==> config.mk <==
export PLATFORM = sky130hd
export DESIGN_NAME = demux_stream_n
export DESIGN_NICKNAME = d
export VERILOG_FILES = /design/src/rtl/demux_stream_n_pkg.sv /design/src/rtl/demux_out_slot.sv /design/src/rtl/demux_stream_n.sv
export SDC_FILE = /design/constraint.sdc
export NUM_CORES = 1
export LEC_CHECK = 0
export CAP_MARGIN = 5
export CORE_ASPECT_RATIO = 0.75
export CORE_MARGIN = 1.5
export CORE_UTILIZATION = 68
export DETAILED_ROUTE_END_ITERATION = 7
export DONT_BUFFER_PORTS = 1
export HOLD_SLACK_MARGIN = 0.03
export PLACE_DENSITY = 0.85
export SLEW_MARGIN = 10
export SYNTH_ARGS = -nofsm -noshare
export SYNTH_HDL_FRONTEND = slang
export SYNTH_SLANG_ARGS = --single-unit
==> constraint.sdc <==
create_clock -name clk -period 5.43 [get_ports clk]
set_input_delay 1.086 -clock clk [delete_from_list [all_inputs] [get_ports clk]]
set_output_delay 1.086 -clock clk [all_outputs]
set_load 0.02 [all_outputs]
==> src/rtl/demux_stream_n_pkg.sv <==
// Shared definitions for the N-way stream demultiplexer.
// Lock FSM encoding and drop counter width.
package demux_stream_n_pkg;

  typedef enum logic {
    ST_IDLE   = 1'b0,
    ST_LOCKED = 1'b1
  } state_t;

  localparam int DROP_CNT_BITS = 16;

endpackage

==> src/rtl/demux_out_slot.sv <==
// One-entry valid/ready output register for one demux channel.
// The slot reloads in the same cycle it drains.
module demux_out_slot #(
  parameter int DATA_BITS = 32
) (
  input  logic                 clk,
  input  logic                 reset,
  input  logic                 load,
  input  logic [DATA_BITS-1:0] in_data,
  input  logic                 in_last,
  input  logic                 ready,
  output logic                 valid,
  output logic [DATA_BITS-1:0] data,
  output logic                 last,
  output logic                 free
);

  assign free = !valid | ready;

  always_ff @(posedge clk) begin
    if (reset) begin
      valid <= 1'b0;
      data  <= '0;
      last  <= 1'b0;
    end else if (load) begin
      valid <= 1'b1;
      data  <= in_data;
      last  <= in_last;
    end else if (ready) begin
      valid <= 1'b0;
    end
  end

endmodule

==> src/rtl/demux_stream_n.sv <==
// Registered N-way stream demux with packet lock and broadcast.
// Holds target decode, lock FSM, in_ready and the drop counter.
module demux_stream_n
  import demux_stream_n_pkg::*;
#(
  parameter  int DATA_BITS = 32,
  parameter  int N_OUT     = 4,
  localparam int SEL_BITS  = $clog2(N_OUT)
) (
  input  logic                       clk,
  input  logic                       reset,
  input  logic                       in_valid,
  output logic                       in_ready,
  input  logic [DATA_BITS-1:0]       in_data,
  input  logic [SEL_BITS-1:0]        in_sel,
  input  logic                       in_bcast,
  input  logic                       in_last,
  output logic [N_OUT-1:0]           out_valid,
  input  logic [N_OUT-1:0]           out_ready,
  output logic [N_OUT*DATA_BITS-1:0] out_data,
  output logic [N_OUT-1:0]           out_last,
  output logic                       err_sel,
  output logic [DROP_CNT_BITS-1:0]   drop_count
);

  localparam int SEL_SPAN = 1 << SEL_BITS;

  state_t              state;
  state_t              state_nxt;
  logic [SEL_BITS-1:0] lk_sel;
  logic                lk_bc;
  logic [SEL_BITS-1:0] tsel;
  logic                tb;
  logic                sel_ok;
  logic                acc;
  logic                drop;
  logic [N_OUT-1:0]    free;
  logic [N_OUT-1:0]    load;
  logic [SEL_SPAN-1:0] free_x;

  assign tsel   = (state == ST_LOCKED) ? lk_sel : in_sel;
  assign tb     = (state == ST_LOCKED) ? lk_bc : in_bcast;
  assign sel_ok = 32'(tsel) < 32'(N_OUT);

  // Unused select codes read as free, so invalid targets are always accepted.
  always_comb begin
    free_x = '1;
    free_x[N_OUT-1:0] = free;
  end

  assign in_ready = tb ? &free : free_x[tsel];
  assign acc      = in_valid & in_ready;
  assign drop     = acc & !tb & !sel_ok;

  always_comb begin
    load = '0;
    for (int k = 0; k < N_OUT; k++)
      load[k] = acc & (tb | (tsel == SEL_BITS'(k)));
  end

  always_comb begin
    state_nxt = state;
    unique case (state)
      ST_IDLE:   if (acc && !in_last) state_nxt = ST_LOCKED;
      ST_LOCKED: if (acc && in_last)  state_nxt = ST_IDLE;
      default:   state_nxt = ST_IDLE;
    endcase
  end

  always_ff @(posedge clk) begin
    if (reset) begin
      state  <= ST_IDLE;
      lk_sel <= '0;
      lk_bc  <= 1'b0;
    end else begin
      state <= state_nxt;
      if (state == ST_IDLE && acc && !in_last) begin
        lk_sel <= in_sel;
        lk_bc  <= in_bcast;
      end
    end
  end

  always_ff @(posedge clk) begin
    if (reset) begin
      err_sel    <= 1'b0;
      drop_count <= '0;
    end else begin
      err_sel <= drop;
      if (drop && drop_count != '1)
        drop_count <= drop_count + 1'b1;
    end
  end

  for (genvar k = 0; k < N_OUT; k++) begin : g_slot
    demux_out_slot #(
      .DATA_BITS(DATA_BITS)
    ) u_slot (
      .clk     (clk),
      .reset   (reset),
      .load    (load[k]),
      .in_data (in_data),
      .in_last (in_last),
      .ready   (out_ready[k]),
      .valid   (out_valid[k]),
      .data    (out_data[k*DATA_BITS +: DATA_BITS]),
      .last    (out_last[k]),
      .free    (free[k])
    );
  end

endmodule

==> qor.yml, run 1 <==
io_pins: 197
post_drt_wl_per_cell_um: 19.2
p_int_mw: 1.98
portBuffers: 0
clockBufferDepth: 2
fillers: 557
area_growth_pct: 6.87
diodes: 0
crit_chain: "mux2i_1, a21boi_2, o22ai_1, nor2_1"
ys_seq_area_share_pct: 47.2
place_area_um2: 5730
cp_max_fo: 11
total_power_mw: 2.69
slew_violations: 0
cts_hold_buf: 0
fin_crit_ps: 3550
syn_area_um2: 5940
fin_crit_sh_pct: 65.4
whs_ps: 492
status: "finished, final reports clean"
cp.required_ps: 4340
switching_share_pct: 26.5
synthArstFlopShare_pct: 0
crit_slowest_cell: "o22ai_1"
dieArea_um2: 9300
nets: 563
start_util_pct: 70.2
synth_edf_count: 0
finClkSkew_ps: 7.77
grt_pass1_wl_mm: 19.4
peakVddDrop_v: 0.000300
seqPwrFrac_pct: 47.1
cts.clk_slew.worst_paths_ps: 60
cts_resized: 0
avgSynthCellArea_um2: 10.9
cts-root-buf: "clkbuf_16"
htreeDepth: 4
hold_class: "flop to flop"
num_rows: 29
grt_pass1_vias: 3661
synthDistinctLibCells: 28
vias_per_cell: 5.58
drt_iter0_markers: 205
clkLatencyLatePin_ps: 420
wirelength_mm: 12.3
critPathMaxStageDelay_ps: 690
ys_ff_latch: 140
track_usage_pct: 26.8
cts_tree: "done"
vias: 3575
rsz0062_at_grt: "false"
hold_viol: 0
p_leak_nw: 2.82
overflow: 0
coreArea_um2: 8450
grt_max_degree: 177
cts_buffers: 17
setup_viol_count_final: 0
die-width_um: 111
pwr-share-clk_pct: 43.7
first_pass_iters: 4
synth_area_leaders: "dfxtp_1 (47%), mux2i_1 (23%), nand2b_1 (18%), buf_4 (3.7%), buf_6 (1.9%)"
worst-setup-path-type: "flop to output port"
netlist_instances: 545
post_cts_buffers: 0
ant_nets: 0
gp_congestion: 0.753
cp.arrival_ps: 2460
yosysMostFrequentCell: "nand2b_1"
synthFlopType: "dfxtp_1"
comb_power_share_pct: 9.2
clock-sinks: 140
power_switching_mw: 0.712
yosysTopAreaCell: "dfxtp_1"
max_slew_margin_pct: 27.4
synth_top_area_share_pct: 47.2
setup_tns_ps: 0
netlist_top_cells_count: "nand2b_1 (173), dfxtp_1 (140), mux2i_1 (136)"
final_area_um2: 6340
timing.critical_path.to_type: "output port"
die_h_um: 83.9
antenna_found_initial: 0
drc_errors: 0
power_density_nw_per_um2: 424
max_freq_ghz: 0.282
drive_above_1_share_pct: 8.82
tightest_slew_ps: 1090
start_kind: "flop"
place_hpwl_mm: 7.89
cap_violations: 0
synth_warnings: 0
-- cell type report --
cell class	instances	area, µm²	share of cell area (%)
inverter	1	3.75	0.0592
sequential	140	2800	44.2
tap	108	135	2.13
clock inverter	12	144	2.27
clock buffer	20	467	7.36
timing repair buffer	2	15.0	0.237
multi-input combinational	358	2780	43.8
-- cells in the final DEF, fill, tap and decap left out, types with 3 or more instances in the layout --
cell type / instances
conb_1: 17
nand2b_1: 173
clkbuf_8: 3
nand2_1: 3
clkinv_2: 6
mux2i_1: 136
clkbuf_16: 17
dfxtp_1: 140
bufinv_16: 3
a21oi_1: 3
-- cell families after synthesis --
logic type | after synthesis | synth area share, %
buffers and inverters | 63 | 7.17
and+or+nand+nor | 189 | 20.0
muxes | 139 | 23.9
other | 1 | 0.0632
AOI/OAI and AO/OA | 13 | 1.69
DFF | 140 | 47.2
-- worst max-delay path, delay by kind of cell, from the launching register on --
| family | cells | cell delay (ps) |
|---|---|---|
| flops | 1 | 570 |
| compound gates | 2 | 840 |
| mux | 1 | 370 |
| simple gates | 1 | 270 |
-- stage by stage --
step | setup WS [ps] | cells | util (%)
detailed placement | 1910 | 609 | 67.8
floorplan | 2260 | 561 | -
global route | 1750 | 641 | 75.0
global placement | 2040 | 609 | 67.8
CTS | 1900 | 641 | 75.0
finish | 1880 | 641 | 75.0
-- power groups by stage --
stage | clock [mW] | sequential [mW] | combinational (mW)
2_1_floorplan | 0 | 1.26 | 0.258
3_3_place_gp | 0 | 1.29 | 0.236
3_5_place_dp | 0 | 1.29 | 0.246
4_1_cts | 1.19 | 1.27 | 0.249
5_1_grt | 1.24 | 1.27 | 0.267
6_report | 1.18 | 1.27 | 0.247
-- flip-flops by register name, indices dropped and copies added, names as in the netlist, named ones only --
name / cells
g_slot.u_slot.data: 128
g_slot.u_slot.last: 4
lk_bc: 1
g_slot.u_slot.valid: 4
lk_sel: 2
-- per-layer routing --
metal | vias to the layer above | wire (µm) | GRT usage, %
li1 | 1706 | - | -
met1 | 1707 | 4970 | 29.8
met2 | 143 | 5950 | 44.6
met3 | 19 | 1200 | 13.7
met4 | 0 | 194 | 9.09
met5 | - | 0 | 0
-- worst paths after layout --
check | from | slack (ps) | cells after the start | end
worst max-delay path | flop | 1880 | 4 | in_ready
worst max register to register | flop | 2280 | 5 | g_slot[1].u_slot.data[15]
worst min-delay path | lk_sel[0] | 490 | 2 | lk_sel[0]
worst min register to register | lk_sel[0] | 490 | 2 | lk_sel[0]
(Power assumes the default switching activity.)
==> inputs of run 2 (changes only) <==
--- a/config.mk
+++ b/config.mk
@@ -8,11 +8,11 @@
 export CAP_MARGIN = 5
 export CORE_ASPECT_RATIO = 0.75
 export CORE_MARGIN = 1.5
-export CORE_UTILIZATION = 68
+export CORE_UTILIZATION = 57
 export DETAILED_ROUTE_END_ITERATION = 7
 export DONT_BUFFER_PORTS = 1
 export HOLD_SLACK_MARGIN = 0.03
-export PLACE_DENSITY = 0.85
+export PLACE_DENSITY = 0.76
 export SLEW_MARGIN = 10
 export SYNTH_ARGS = -nofsm -noshare
 export SYNTH_HDL_FRONTEND = slang
==> constraint.sdc (replaced) <==
create_clock -name clk -period 3.2 [get_ports clk]
set_input_delay 0.64 -clock clk [delete_from_list [all_inputs] [get_ports clk]]
set_output_delay 0.64 -clock clk [all_outputs]
set_load 0.02 [all_outputs]
==> qor.yml, run 2 (synthesis gave the netlist of run 1 again) <==
cts_hold_buf: 0  # unchanged
slew_violations: 0  # unchanged
timing.critical_path.to_type: "output port"
vias_per_cell: 5.31  # -4.8%
grt_max_degree: 177  # unchanged
cp.arrival_ps: 2240  # -220 ps
reg.largest.list: "g_slot.u_slot.data (128), g_slot.u_slot.last (4), g_slot.u_slot.valid (4)"
first_pass_iters: 4  # unchanged
num_rows: 32  # +10%
final_area_um2: 6450  # +1.7%
final_common_cell: "nand2b_1"
grt_pass1_wl_mm: 19.2  # -1.2%
cts-root-buf: "clkbuf_16"
status: "finished, final reports clean"
clock-sinks: 140  # unchanged
dieArea_um2: 11000  # +19%
drt_iter0_markers: 196  # -4.4%
cp_max_fo: 11  # unchanged
p_leak_nw: 2.85  # +1.3%
dpl_worst_slack_ps: 376  # -1540 ps
clkLatencyLatePin_ps: 410  # about the same
area_growth_pct: 8.64
diodes: 0  # unchanged
finClkSkew_ps: 11.3  # +3.52 ps
die_h_um: 91.4  # +8.9%
max_freq_ghz: 0.348
regMostFlops: "g_slot.u_slot.data"
hold_class: "input port to flop"
cp.required_ps: 2560  # -1780 ps
cts.clk_slew.worst_paths_ps: 60  # about the same
place_area_um2: 5800  # +1.1%
coreArea_um2: 10200  # +21%
io_pins: 197  # unchanged
cts_buffers: 17  # unchanged
fillers: 801  # +44%
portBuffers: 0  # unchanged
setup_viol_count_final: 0  # unchanged
start_kind: "flop"
htreeDepth: 4  # unchanged
drc_errors: 0  # unchanged
final_cell_mix: "nand2b_1 (173), dfxtp_1 (140), mux2i_1 (136)"
cts_tree: "done"
place_hpwl_mm: 7.92  # +0.50%
cap_violations: 0  # unchanged
setup_tns_ps: 0  # unchanged
gp_congestion: 0.921  # +22%
die-width_um: 121  # +9.0%
final_core_util_pct: 63.2  # -12 points
worst-setup-path-type: "flop to output port"
power_density_nw_per_um2: 732  # +72%
track_usage_pct: 22.5  # -4.3 points
rsz0062_at_grt: "false"
hold_viol: 0  # unchanged
drive_above_1_share_pct: 9.35  # +0.53 points
clockBufferDepth: 2  # unchanged
start_util_pct: 58.1  # -12 points
fin_crit_sh_pct: 89.9
overflow: 0  # unchanged
fin_crit_ps: 2880
max_slew_margin_pct: 55.6  # +28 points
vias: 3563  # -0.34%
wirelength_mm: 12.2  # -0.68%
tightest_slew_ps: 661  # -427 ps
ant_nets: 0  # unchanged
post_drt_wl_per_cell_um: 18.2  # -5.1%
final.setup.worst_slack_ps: 323  # -1560 ps
grt_pass1_vias: 3568  # -2.5%
nets: 567  # +0.71%
largest_reg_flops: 128  # unchanged
whs_ps: 315  # -176 ps
peakVddDrop_v: 0.000406  # +35%
antenna_found_initial: 0  # unchanged
## run 2: where the power goes
part	leakage [nW]	internal [mW]	switching (mW)
Clock	0.319	1.42	0.731
Combinational	1.39	0.199	0.224
Sequential	1.15	1.88	0.266
## run 2: path summary, 6_finish.rpt
kind / from / endpoint / slack, ps / depth (start not counted)
max reg2reg: flop / g_slot[0].u_slot.data[2] / 430 / 6
max: flop / in_ready / 320 / 4
min: reset / g_slot[0].u_slot.valid / 320 / 1
min reg2reg: lk_sel[0] / lk_sel[0] / 490 / 2
## run 2: cell type report
cell class	count	area, µm²	share of cell area (%)
tap	136	170	2.64
timing repair buffer	6	45.0	0.698
multi-input combinational	358	2780	43.2
sequential	140	2800	43.5
inverter	1	3.75	0.0582
clock buffer	19	453	7.02
clock inverter	11	191	2.97
## run 2: worst max-delay path: stages (launching register included)
cell and delay [ps]:
dfxtp_1 550, mux2i_4 350, a21boi_2 310, o22ai_2 240, nor2_1 370
## run 2: repair_timing
| item | 4_1_cts | 5_1_grt |
|---|---|---|
| setup endpoints to repair | 0 | 1 |
| buffers inserted | 0 | 0 |
| resized for setup | 0 | 1 |
## run 2: metal layers
layer	global-route usage [%]	up-vias	part of all wire, %
met4	8.04	0	1.3
met3	10.7	13	11
li1	-	1716	-
met1	27.2	1686	42
met2	35.0	148	46
met5	0	-	0
## run 2: through the flow
stage	total power [mW]	cells
after detailed placement	2.61	641
after global placement	2.59	641
after CTS	4.75	671
after global routing	4.87	671
final	4.72	671
after floorplan	2.57	561
==> inputs of run 3 (changes only) <==
--- a/config.mk
+++ b/config.mk
@@ -8,11 +8,11 @@
 export CAP_MARGIN = 5
 export CORE_ASPECT_RATIO = 0.75
 export CORE_MARGIN = 1.5
-export CORE_UTILIZATION = 57
+export CORE_UTILIZATION = 40
 export DETAILED_ROUTE_END_ITERATION = 7
 export DONT_BUFFER_PORTS = 1
 export HOLD_SLACK_MARGIN = 0.03
-export PLACE_DENSITY = 0.76
+export PLACE_DENSITY = 0.57
 export SLEW_MARGIN = 10
 export SYNTH_ARGS = -nofsm -noshare
 export SYNTH_HDL_FRONTEND = slang
==> qor.yml, run 3 (synthesis gave the netlist of run 1 again) <==
status: "finished, final reports clean"
power_density_nw_per_um2: 712  # -2.6%
crit_slowest_cell: "dfxtp_1"
cap_violations: 0  # unchanged
setup_viol_count_final: 0  # unchanged
num_rows: 38  # +19%
io_pins: 197  # unchanged
cts-root-buf: "clkbuf_16"
peakVddDrop_v: 0.000426  # +4.8%
start_kind: "flop"
drc_errors: 0  # unchanged
hold_class: "input port to flop"
grt_max_degree: 177  # unchanged
grt_pass1_wl_mm: 19.9  # +3.7%
diodes: 0  # unchanged
max_slew_margin_pct: 57.3  # +1.7 points
antenna_found_initial: 0  # unchanged
reg.largest.list: "g_slot.u_slot.data (128), g_slot.u_slot.last (4), g_slot.u_slot.valid (4)"
timing.critical_path.to_type: "output port"
rsz0062_at_grt: "false"
fin_crit_sh_pct: 90.7  # +0.76 points
first_pass_iters: 4  # unchanged
largest_reg_flops: 128  # unchanged
hold_viol: 0  # unchanged
track_usage_pct: 17.0  # -5.5 points
critPathMaxStageDelay_ps: 550  # about the same
ff2ff_path_depth: 6  # unchanged
post_cts_buffers: 0  # unchanged
path_buf_inv: 0  # unchanged
final_common_cell: "nand2b_1"
vias_per_cell: 4.85  # -8.6%
grt_pass1_vias: 3491  # -2.2%
wirelength_mm: 13.2  # +7.8%
vias: 3578  # +0.42%
whs_endpoint: "g_slot[1].u_slot.valid"
place_area_um2: 5890  # +1.6%
total_power_mw: 4.64  # -1.6%
drive_above_1_share_pct: 9.12  # -0.22 points
clockBufferDepth: 2  # unchanged
regMostFlops: "g_slot.u_slot.data"
coreArea_um2: 14500  # +42%
cp.arrival_ps: 2260  # +20 ps
slew_violations: 0  # unchanged
final_cell_mix: "nand2b_1 (173), dfxtp_1 (140), mux2i_1 (136)"
place_hpwl_mm: 8.63  # +9.0%
max_freq_ghz: 0.345  # -0.83%
start_util_pct: 40.9  # -17 points
crit_chain: "mux2i_4, a21boi_2, o22ai_2, nor2_1"
setup_tns_ps: 0  # unchanged
drt_iter0_markers: 186  # -5.1%
cts.clk_slew.worst_paths_ps: 60  # about the same
cts_hold_buf: 0  # unchanged
overflow: 0  # unchanged
cp_max_fo: 11  # unchanged
post_drt_wl_per_cell_um: 17.9  # -1.9%
clock-sinks: 140  # unchanged
nets: 567  # unchanged
portBuffers: 0  # unchanged
r2r-end: "g_slot[0].u_slot.data[9]"
area_growth_pct: 9.76
p_leak_nw: 2.84  # -0.57%
fin_crit_ps: 2900  # +24.2 ps
worst-setup-path-type: "flop to output port"
finClkSkew_ps: 7.42  # -3.88 ps
cts_buffers: 17  # unchanged
crit_family: "flip-flops"
clkLatencyLatePin_ps: 420  # about the same
die_h_um: 108  # +19%
ant_nets: 0  # unchanged
gp_congestion: 0.819  # -11%
dieArea_um2: 15600  # +41%
tightest_slew_ps: 636  # -25.4 ps
ff2ff_setup_slack_ps: 450  # +20 ps
cts_resized: 0  # unchanged
hold_depth: 1  # unchanged
hp-start: "reset"
final_area_um2: 6520  # +1.0%
die-width_um: 144  # +19%
cts_tree: "done"
htreeDepth: 4  # unchanged
cp.required_ps: 2560  # about the same
## run 3: metal layers
metal	GRT usage, %	vias to the layer above	wire length [µm]
met5	0	-	0
met4	6.20	0	204
met3	10.5	19	1680
met2	24.7	145	5510
met1	20.5	1698	5770
li1	-	1716	-
## run 3: how the worst max path moves through the flow
stage	to	cells after the start
after floorplan	in_ready	5
after global placement	g_slot[1].u_slot.data[21]	6
after detailed placement	g_slot[1].u_slot.data[26]	6
after CTS	in_ready	4
after global routing	in_ready	4
final	in_ready	4
## run 3: final cells by class
class                           instances  area (µm²)
Clock inverter                         11         168
Timing Repair Buffer                    6        57.6
Clock buffer                           21         450
Multi-Input combinational cell        358        2780
Tap cell                              200         250
Sequential cell                       140        2800
Inverter                                1        3.75
Fill cell                            1356        7990
## run 3: report_power, final
part,internal [mW],switching (mW)
Sequential,1.88,0.269
Clock,1.32,0.739
Combinational,0.202,0.227
## run 3: through the flow
stage                     std cells  utilization [%]  setup WS (ps)  hold WS [ps]
after detailed placement        705             40.6            330           494
final                           737             44.9            299           316
after floorplan                 561                -            926           449
after global routing            737             44.9            182           283
after CTS                       737             44.9           48.2           278
after global placement          705             40.6            474           483
